File: config.mk
export PLATFORM = sky130hd
export DESIGN_NAME = tri_query_tx
export DESIGN_NICKNAME = d
export VERILOG_FILES = /design/src/rtl/tri_pkg.sv /design/src/rtl/tri_res_fifo.sv /design/src/rtl/tri_query_tx.sv
export SDC_FILE = /design/constraint.sdc
export NUM_CORES = 1
export LEC_CHECK = 0
export BUFFER_PORTS_ARGS = -buffer_cell sky130_fd_sc_hd__buf_2
export CAP_MARGIN = 20
export CELL_PAD_IN_SITES_DETAIL_PLACEMENT = 1
export CELL_PAD_IN_SITES_GLOBAL_PLACEMENT = 2
export CORE_MARGIN = 1.5
export CORE_UTILIZATION = 45
export DETAILED_ROUTE_END_ITERATION = 16
export PLACE_DENSITY_LB_ADDON = 0.1
export REMOVE_ABC_BUFFERS = 1
export SYNTH_ARGS = -nofsm -noshare
export SYNTH_HDL_FRONTEND = slang
export SYNTH_SLANG_ARGS = --single-unit
export TNS_END_PERCENT = 100
File: constraint.sdc
create_clock -name clk -period 3.8 [get_ports clk]
set_clock_uncertainty 0.1 [all_clocks]
set_input_delay 0.95 -clock clk [delete_from_list [all_inputs] [get_ports clk]]
set_output_delay 0.95 -clock clk [all_outputs]
set_load 0.01 [all_outputs]
File: src/rtl/tri_pkg.sv
// tri_pkg: shared sizes, command encoding, FSM states and result record for the signP driver
package tri_pkg;
  localparam int TRI_W = 11;
  localparam int TRI_LAT = 3;
  localparam int TRI_RDEPTH = 4;
  localparam logic KIND_VERTEX = 1'b0;
  localparam logic KIND_QUERY = 1'b1;
  typedef enum logic [2:0] {EMPTY, V1, V2, ARMED, BURST0, BURST1, BURST2, LOADED} state_t;
  typedef struct packed {
    logic in;
    logic [TRI_W-1:0] x;
    logic [TRI_W-1:0] y;
  } res_t;
endpackage

File: src/rtl/tri_res_fifo.sv
// tri_res_fifo: circular result buffer whose head entry drives the outputs straight from storage
module tri_res_fifo #(
  parameter int DEPTH = 4,
  parameter int DW = 8,
  localparam int CW = $clog2(DEPTH + 1),
  localparam int AW = $clog2(DEPTH)
) (
  input  logic          clk,
  input  logic          reset,
  input  logic          push,
  input  logic [DW-1:0] din,
  input  logic          pop,
  output logic [DW-1:0] dout,
  output logic          valid,
  output logic [CW-1:0] count
);
  logic [DW-1:0] mem [DEPTH];
  logic [AW-1:0] wr, rd;
  logic do_push, do_pop;
  assign valid = count != '0;
  assign do_pop = pop && valid;
  assign do_push = push && (count < CW'(DEPTH) || do_pop);
  assign dout = mem[rd];
  always_ff @(posedge clk or negedge reset)
    if (!reset) begin
      for (int i = 0; i < DEPTH; i++) mem[i] <= '0;
      wr <= '0;
      rd <= '0;
      count <= '0;
    end else begin
      if (do_push) begin
        mem[wr] <= din;
        wr <= wr == AW'(DEPTH - 1) ? '0 : wr + 1'b1;
      end
      if (do_pop) rd <= rd == AW'(DEPTH - 1) ? '0 : rd + 1'b1;
      count <= count + CW'(do_push) - CW'(do_pop);
    end
endmodule

File: src/rtl/tri_query_tx.sv
// tri_query_tx: serializes vertex/query commands onto signP's re/i1/i2 bus and returns tagged results
module tri_query_tx import tri_pkg::*; #(
  parameter int W = TRI_W,
  parameter int LAT = TRI_LAT,
  parameter int RDEPTH = TRI_RDEPTH
) (
  input  logic         clk,
  input  logic         reset,
  input  logic         cmd_valid,
  output logic         cmd_ready,
  input  logic         cmd_kind,
  input  logic [W-1:0] cmd_x,
  input  logic [W-1:0] cmd_y,
  output logic         re,
  output logic [W-1:0] i1,
  output logic [W-1:0] i2,
  input  logic         s,
  output logic         res_valid,
  input  logic         res_ready,
  output logic         res_in,
  output logic [W-1:0] res_x,
  output logic [W-1:0] res_y
);
  localparam int CW = $clog2(RDEPTH + 1);
  state_t state, state_n;
  logic [W-1:0] vx [3], vy [3];
  logic [W-1:0] qx, qy, nx, ny;
  logic [W-1:0] tx [LAT+1], ty [LAT+1];
  logic [LAT:0] tv;
  logic [CW-1:0] inflight, fcount;
  logic [1:0] vi, bi;
  logic acc, is_q, credit, issue, vbeat;
  assign acc = cmd_valid && cmd_ready;
  assign is_q = cmd_kind == KIND_QUERY;
  assign credit = (CW+1)'(inflight) + (CW+1)'(fcount) < (CW+1)'(RDEPTH);
  assign issue = state == BURST2 || (state == LOADED && acc && is_q);
  assign vbeat = (state == ARMED && acc) || state == BURST0 || state == BURST1;
  assign vi = state == V1 ? 2'd1 : state == V2 ? 2'd2 : 2'd0;
  assign bi = state == BURST0 ? 2'd1 : state == BURST1 ? 2'd2 : 2'd0;
  assign nx = state == BURST2 ? qx : cmd_x;
  assign ny = state == BURST2 ? qy : cmd_y;
  always_ff @(posedge clk or negedge reset)
    if (!reset) state <= EMPTY;
    else state <= state_n;
  always_comb begin
    state_n = state;
    case (state)
      EMPTY:   if (acc) state_n = V1;
      V1:      if (acc) state_n = V2;
      V2:      if (acc) state_n = ARMED;
      ARMED:   if (acc) state_n = BURST0;
      BURST0:  state_n = BURST1;
      BURST1:  state_n = BURST2;
      BURST2:  state_n = LOADED;
      LOADED:  if (acc && !is_q) state_n = V1;
      default: state_n = EMPTY;
    endcase
  end
  always_comb
    cmd_ready = state inside {EMPTY, V1, V2} ? !is_q :
                state == ARMED ? is_q && credit :
                state == LOADED ? !is_q || credit : 1'b0;
  // the tag pipe's last stage lines up with the edge where signP's s for that beat is valid
  always_ff @(posedge clk or negedge reset)
    if (!reset) begin
      re <= 1'b1;
      i1 <= '0;
      i2 <= '0;
      qx <= '0;
      qy <= '0;
      tv <= '0;
      inflight <= '0;
      for (int i = 0; i < 3; i++) begin
        vx[i] <= '0;
        vy[i] <= '0;
      end
      for (int i = 0; i <= LAT; i++) begin
        tx[i] <= '0;
        ty[i] <= '0;
      end
    end else begin
      if (acc && !is_q) begin
        vx[vi] <= cmd_x;
        vy[vi] <= cmd_y;
      end
      if (acc && is_q) begin
        qx <= cmd_x;
        qy <= cmd_y;
      end
      if (vbeat) begin
        re <= 1'b0;
        i1 <= vx[bi];
        i2 <= vy[bi];
      end else if (issue) begin
        re <= 1'b1;
        i1 <= nx;
        i2 <= ny;
      end
      tv <= {tv[LAT-1:0], issue};
      tx[0] <= nx;
      ty[0] <= ny;
      for (int i = 1; i <= LAT; i++) begin
        tx[i] <= tx[i-1];
        ty[i] <= ty[i-1];
      end
      inflight <= inflight + CW'(issue) - CW'(tv[LAT]);
    end
  tri_res_fifo #(.DEPTH(RDEPTH), .DW(2 * W + 1)) u_fifo (
    .clk(clk),
    .reset(reset),
    .push(tv[LAT]),
    .din({s, tx[LAT], ty[LAT]}),
    .pop(res_ready),
    .dout({res_in, res_x, res_y}),
    .valid(res_valid),
    .count(fcount)
  );
endmodule

; Yosys cells after proc, flatten, opt, wreduce, memory -nomap -nowiden
; Cells that the tools add are included.
; Widths: inputs -> output; s select.
[op_classes]
n_addsub = 7
order_cmp = 8
eq_ne = 14
n_mux = 39
n_bitwise = 4
reduce_logical = 22
[op_table]
columns = operator, n
row1 = $mux 11, 11
row2 = $bwmux 92, 1
row3 = $mux 23, 3
row4 = $bwmux 33, 2
row5 = $bmux 23 s2, 1
row6 = $demux 23 s2, 1
row7 = $bmux 11 s2, 2
row8 = $pmux 3 s8, 1
row9 = $demux 11 s2, 1
row10 = $mux 3, 5
row11 = $eq 3x3->1 const B, 4
row12 = $ge 3x3->1 const B, 4
row13 = $mux 2, 6
row14 = $not 2->3, 4
row15 = $logic_and 1x1->1, 11
row16 = $ne 2x2->1 const B, 5
row17 = $add 3x1->3, 2
row18 = $eq 3x2->1 const B, 2
row19 = $lt 3x1->1 const B, 2
row20 = $reduce_bool 3->1, 2
row21 = $sub 3x1->3, 2
row22 = $logic_or 1x1->1, 5
row23 = $mux 1, 5
row24 = $reduce_and 5->1, 1
row25 = 9 further kinds, 11
[word_totals]
register_bits = 308
in_bits = 28
out_inout_bits = 48
elab_cells = 123

; Depth between registers and ports, before layout
[logic_depth]
word_depth = 12
depth_mapped = 10
depth_no_buf = 10

; Hierarchy
; From an unflattened synthesis, not the netlist that was laid out.
[unflattened]
cells_unflattened = 798
area_unflattened_um2 = 12799.8
[modules_own_cells]
columns = module, n_inst, cells_each, area_per_inst_um2, seq_area_each_um2
row1 = tri_query_tx, 1, 536, 7975.1, 5231.3
row2 = tri_res_fifo, 1, 262, 4824.6, 2477.4

; Worst setup path before layout
; Ideal clock, no wire load.
[synth_timing]
path_kind = input-to-reg
from = in cmd_kind
to = reg inflight[2]
setup_ns = 0.123
arrival_time_ns = 3.053
required_time_ns = 3.577
path_slack_ns = 0.524
path_stages = 9
n_path_buf = 1
path_cell_list = or4b_4 > nor4_4 > buf_6 > nor2_1 > ha_1 > inv_1 > ha_1 > fa_1 > xnor2_1
[synth_via]
elab_chain_len = 11
elab_cells_between_ends = 12
cone_classes = add/sub (2) / mux (3) / reduce/logical (7)
[synth_lines]
columns = item, line_no
row1 = "start, declared", tri_query_tx.sv:11  ; input logic cmd_kind,
row2 = $logic_not 1->1, "tri_query_tx.sv:60, tri_query_tx.sv:62"
row3 = $logic_or 1x1->1, tri_query_tx.sv:62  ; state == LOADED ? !is_q || credit : 1'b0;
row4 = $mux 1, tri_query_tx.sv:62
row5 = $mux 1, tri_query_tx.sv:61  ; state == ARMED ? is_q && credit :
row6 = $mux 1, tri_query_tx.sv:60  ; cmd_ready = state inside {EMPTY, V1, V2} ? !is_q :
row7 = $logic_and 1x1->1, tri_query_tx.sv:33  ; assign acc = cmd_valid && cmd_ready;
row8 = $logic_and 1x1->1, tri_query_tx.sv:36  ; assign issue = state == BURST2 || (state == LOADED && acc && is_q);
row9 = $logic_and 1x1->1 (*), tri_query_tx.sv:36
row10 = $logic_or 1x1->1 (*), tri_query_tx.sv:36
row11 = $add 3x1->3 (*), tri_query_tx.sv:106  ; inflight <= inflight + CW'(issue) - CW'(tv[LAT]);
row12 = $sub 3x1->3 (*), tri_query_tx.sv:106
row13 = "end signal, assigned", tri_query_tx.sv:106
row14 = "end, declared", tri_query_tx.sv:30  ; logic [CW-1:0] inflight, fcount;
; Every way passes the cells marked *; elsewhere a longest branch is shown, timed or not.
; A chain may end at the register's enable or synchronous reset.

; Worst setup path after layout
[layout_timing]
from = reg u_fifo.rd[0]
to = out res_y[5]
[layout_via]
elab_chain_len = 4
[layout_lines]
columns = item, line_no
row1 = "start, declared", tri_res_fifo.sv:18  ; logic [AW-1:0] wr, rd;
row2 = "start signal, assigned", tri_res_fifo.sv:35  ; if (do_pop) rd <= rd == AW'(DEPTH - 1) ? '0 : rd + 1'b1;
row3 = $not 2->3 (implied by the code), tri_res_fifo.sv:23  ; assign dout = mem[rd];
row4 = $bmux 23 s2, tri_res_fifo.sv:23
row5 = $mux 23 (implied by the code) (2 in series), tri_res_fifo.sv:23
row6 = "end, declared", tri_query_tx.sv:22  ; output logic [W-1:0] res_y
; No other way between the ends. The select of a mux whose other input is x is not followed.

==> impl_results.html <==
<table>
<tr><th>Metric</th><th>Value</th></tr>
<tr><th colspan="2">Layout</th></tr>
<tr><td>Highest-count cells in the layout ignoring fill and taps</td><td>307 x sky130_fd_sc_hd__dfrtp_1, 203 x sky130_fd_sc_hd__mux2_2, 74 x sky130_fd_sc_hd__buf_2</td></tr>
<tr><td>Commonest non-fill, non-tap cell in the layout</td><td>sky130_fd_sc_hd__dfrtp_1</td></tr>
<tr><td>Layout Cell Area excl Fill</td><td>14300 um^2</td></tr>
<tr><td>Area growth from synthesis to final layout</td><td>16.7%</td></tr>
<tr><td>Final Util</td><td>53.2%</td></tr>
<tr><td>Nets@finish</td><td>899</td></tr>
<tr><td>Fraction of final layout cells sized beyond drive strength 1</td><td>a little under half</td></tr>
<tr><th colspan="2">Synthesis</th></tr>
<tr><td>Total of flip-flops plus latches after synthesis</td><td>308</td></tr>
<tr><td>Avg Cell Area, Syn</td><td>15.9 um^2</td></tr>
<tr><td>Cell area after synthesis</td><td>12200 um^2</td></tr>
<tr><td>Count of unique library cells instantiated by Yosys</td><td>41</td></tr>
<tr><td>Gate count after technology mapping</td><td>768</td></tr>
<tr><td>Number of synthesis warnings</td><td>0</td></tr>
<tr><td>Commonest register cell after synthesis</td><td>sky130_fd_sc_hd__dfrtp_1</td></tr>
<tr><td>Sequential share of the synthesized area</td><td>approximately 63%</td></tr>
<tr><td>EDFF count, synth</td><td>0</td></tr>
<tr><td>Fraction of synthesis flops using an asynchronous set or reset pin</td><td>100%</td></tr>
<tr><th colspan="2">Clocking</th></tr>
<tr><td>Longest Clk Path Bufs</td><td>3</td></tr>
<tr><td>CTS H-tree depth</td><td>2</td></tr>
<tr><td>Root Driver</td><td>sky130_fd_sc_hd__clkbuf_16</td></tr>
<tr><td>Source-to-sink clock delay at the later pin of the worst-skew pair</td><td>0.50 ns</td></tr>
<tr><td>TritonCTS clock tree</td><td>done</td></tr>
<tr><td>Clock transition at the register clock pins on the worst setup and hold paths after CTS</td><td>0.05 ns</td></tr>
<tr><td>Post-CTS setup repair buffer count</td><td>0</td></tr>
<tr><td>CTS resizes</td><td>0</td></tr>
<tr><td>Cts bufs inserted</td><td>35</td></tr>
<tr><td>CTS sink cnt</td><td>about 310</td></tr>
<tr><td>Hold bufs inserted after CTS</td><td>0</td></tr>
<tr><th colspan="2">Worst setup path</th></tr>
<tr><td>Slowest cell on the critical path</td><td>sky130_fd_sc_hd__dfrtp_1</td></tr>
<tr><td>Required time reported for the critical path endpoint</td><td>2.75 ns</td></tr>
<tr><td>Critical path data arrival time</td><td>2.27 ns</td></tr>
<tr><td>Start-to-end type of the worst setup path</td><td>reg -&gt; out</td></tr>
<tr><td>Biggest cell delay along the critical path</td><td>0.73 ns</td></tr>
<tr><td>Flop-to-flop setup slack</td><td>0.82 ns</td></tr>
<tr><td>CP Launch Type</td><td>flip-flop</td></tr>
<tr><td>Largest fanout of any net on the critical path</td><td>10</td></tr>
<tr><td>Setup crit end kind</td><td>output pin</td></tr>
<tr><td>Number of cells on the worst reg-to-reg path</td><td>9</td></tr>
<tr><td>Cell-by-cell trace of the critical path</td><td>buf_4, mux4_2, buf_2</td></tr>
<tr><th colspan="2">Floorplan</th></tr>
<tr><td>Number of primary I/O pins</td><td>76</td></tr>
<tr><td>Area enclosed by the die boundary</td><td>28200 um^2</td></tr>
<tr><td>Die W</td><td>168 um</td></tr>
<tr><td>Row count</td><td>60</td></tr>
<tr><td>Initial core utilization</td><td>45.6%</td></tr>
<tr><td>Area inside the core boundary</td><td>26800 um^2</td></tr>
<tr><td>Height of the chip</td><td>roughly 170 um</td></tr>
<tr><th colspan="2">Global routing</th></tr>
<tr><td>Largest net degree at the start of global routing</td><td>80</td></tr>
<tr><td>GRT Residual Overflow</td><td>0</td></tr>
<tr><td>Tot GR Track Use</td><td>19.9%</td></tr>
<tr><td>Wire length of the first global-routing pass</td><td>roughly 43000 um</td></tr>
<tr><td>Vias in the first global route</td><td>7743</td></tr>
<tr><td>Number of antenna violations at the first check in global routing</td><td>2</td></tr>
<tr><th colspan="2">Power and ir drop</th></tr>
<tr><td>Total power density per cell area</td><td>789 nW/um^2</td></tr>
<tr><td>Peak VDD IR</td><td>439 uV</td></tr>
<tr><td>Static leakage power</td><td>6.85 nW</td></tr>
<tr><td>Part of the power in the clock network</td><td>a little under a third</td></tr>
<tr><td>Switching power as a share of total power</td><td>between 20 and 30%</td></tr>
<tr><td>Sequential share of power</td><td>between 40% and 50%</td></tr>
<tr><td>Gate power share</td><td>between 20 and 30%</td></tr>
<tr><td>Total internal power</td><td>8.12 mW</td></tr>
<tr><td>Switching power summed over all nets</td><td>3.14 mW</td></tr>
<tr><th colspan="2">STA</th></tr>
<tr><td>Number of hold violations in the final report</td><td>0</td></tr>
<tr><td>Post-route fraction of the period consumed by the critical path</td><td>87.2%</td></tr>
<tr><td>Peak clock frequency supported by timing</td><td>302 MHz</td></tr>
<tr><td>Slew of the pin with the lowest slew margin</td><td>0.759 ns</td></tr>
<tr><td>Pins over their slew limit</td><td>0</td></tr>
<tr><td>Unrepaired setup endpoints after global routing</td><td>false</td></tr>
<tr><td>Rel. slew slack</td><td>49.4%</td></tr>
<tr><td>Final critical-path required period</td><td>3.32 ns</td></tr>
<tr><td>Final number of setup-violating endpoints</td><td>0</td></tr>
<tr><th colspan="2">Routing</th></tr>
<tr><td>Final antenna-violating net count</td><td>0</td></tr>
<tr><td>1st-pass router iterations</td><td>4</td></tr>
<tr><td>Routed len/inst</td><td>21.6 um</td></tr>
<tr><td>Vias</td><td>6709</td></tr>
<tr><td>Via density</td><td>5.47</td></tr>
<tr><td>Final Routed Wirelength</td><td>26500 um</td></tr>
<tr><td>DRC violation total after the first TritonRoute iteration</td><td>268</td></tr>
<tr><td>DRC violations left</td><td>0</td></tr>
<tr><th colspan="2">Worst hold path</th></tr>
<tr><td>Path category of the worst min-delay check</td><td>reg -&gt; reg</td></tr>
<tr><td>Number of cells on the worst hold path</td><td>0</td></tr>
<tr><th colspan="2">Flow run</th></tr>
<tr><td>Number of max-capacitance violations reported</td><td>0</td></tr>
<tr><th colspan="2">Status</th></tr>
<tr><td>Status</td><td>completed</td></tr>
<tr><th colspan="2">Placed design</th></tr>
<tr><td>Post-DP HPWL</td><td>16000 um</td></tr>
<tr><td>Gp weighted congestion</td><td>0.714</td></tr>
<tr><td>Dpl cell area</td><td>around 13000 um^2</td></tr>
<tr><td>Total of buffers placed on input and output ports</td><td>75</td></tr>
</table>
## power by group through the flow
| stage | logic (mW) | clock network, mW | registers (mW) |
|---|---|---|---|
| 6_report | 2.81 | 3.42 | 5.03 |
| 5_1_grt | 3.09 | 3.64 | 5.18 |
| 4_1_cts | 2.88 | 3.53 | 5.04 |
| 3_5_place_dp | 2.86 | 0 | 5.08 |
| 3_3_place_gp | 2.70 | 0 | 4.96 |
| 2_1_floorplan | 1.86 | 0 | 4.98 |
## registers in the layout (all words and copies together), names as in the netlist
name	count
i1	11
i2	11
inflight	3
qx	11
qy	11
re	1
state	3
tv	4
tx	44
ty	44
u_fifo.count	3
u_fifo.mem	92
u_fifo.rd	2
u_fifo.wr	2
vx	33
vy	33
## final timing paths
path                                                 end                 startpoint
worst max-delay path                            res_y[5]   u_fifo.rd[0]$_DFFE_PN0P_
worst min-delay path                     ty[7]$_DFF_PN0_           ty[18]$_DFF_PN0_
worst max register to register     inflight[2]$_DFF_PN0_  u_fifo.count[2]$_DFF_PN0_
worst min register to register           ty[7]$_DFF_PN0_           ty[18]$_DFF_PN0_
max in group asynchronous             vx[12]$_DFFE_PN0P_                      reset
min in group asynchronous       u_fifo.wr[0]$_DFFE_PN0P_                      reset
## metrics by stage
stage	total power, mW	hold slack, ns	setup TNS (ns)	setup slack, ns	cells
3_5_place_dp	7.94	0.236	0	0.530	1162
2_1_floorplan	6.84	0.231	-0.0676	-0.0676	723
6_report	11.3	0.246	0	0.485	1226
3_3_place_gp	7.66	0.233	0	0.622	1161
4_1_cts	11.4	0.246	0	0.419	1224
5_1_grt	11.9	0.252	0	0.367	1225
## area by class of cell
cell class / count / area (um^2)
Fill cell: 2510 / 12500
Sequential cell: 308 / 7710
Multi-Input combinational cell: 402 / 4250
Clock buffer: 52 / 1070
Timing Repair Buffer: 98 / 628
Tap cell: 341 / 427
Clock inverter: 10 / 128
Inverter: 13 / 48.8
Antenna cell: 2 / 5.00
## layer usage
layer,part of all wire [%],vias to the layer above,track usage [%]
li1,-,2972,-
met5,0,-,0
met2,51,121,33.9
met4,2.3,0,6.42
met1,43,3563,26.0
met3,4.1,53,3.69
## cell families (layout without fill, tap and decap cells)
| logic type | Yosys count | after routing | synth area share (%) |
|---|---|---|---|
| DFF | 308 | 308 | 63.0 |
| muxes | 249 | 249 | 24.8 |
| AOI/OAI and AO/OA | 80 | 80 | 5.16 |
| buffers and inverters | 58 | 173 | 2.24 |
| and+or+nand+nor | 55 | 55 | 2.94 |
| adders and majority gates | 13 | 13 | 1.45 |
| xor gates and xnor gates | 5 | 5 | 0.358 |
| other | 0 | 2 | 0 |
## Yosys cell counts (3+ instances only)
master                      number  area [um^2]
sky130_fd_sc_hd__mux2_2        203         2290
sky130_fd_sc_hd__mux2i_1        23          230
sky130_fd_sc_hd__buf_1          16         60.1
sky130_fd_sc_hd__nand2_1        11         41.3
sky130_fd_sc_hd__nor2_1          4         15.0
sky130_fd_sc_hd__o21ai_0         4         20.0
sky130_fd_sc_hd__or3_2          12         90.1
sky130_fd_sc_hd__a31o_1         20          175
sky130_fd_sc_hd__xnor2_1         4         35.0
sky130_fd_sc_hd__dfrtp_1       307         7680
sky130_fd_sc_hd__nand2b_1        3         18.8
sky130_fd_sc_hd__o21bai_1       22          165
sky130_fd_sc_hd__buf_2           7         35.0
sky130_fd_sc_hd__clkbuf_1       17         63.8
sky130_fd_sc_hd__nand3_1         4         20.0
sky130_fd_sc_hd__a21oi_1         5         25.0
sky130_fd_sc_hd__mux4_2         23          518
sky130_fd_sc_hd__ha_1           11          138
sky130_fd_sc_hd__o2bb2ai_1      22          193
sky130_fd_sc_hd__inv_1          13         48.8
sky130_fd_sc_hd__or3_1          11         68.8
## worst max-delay path: cells and delay by family (launching register included)
family / cells / cell delay (ns)
buffers and inverters: 2 / 0.48
muxes: 1 / 0.56
DFF: 1 / 0.73
No activity file was read; power rests on OpenSTA's default activity.
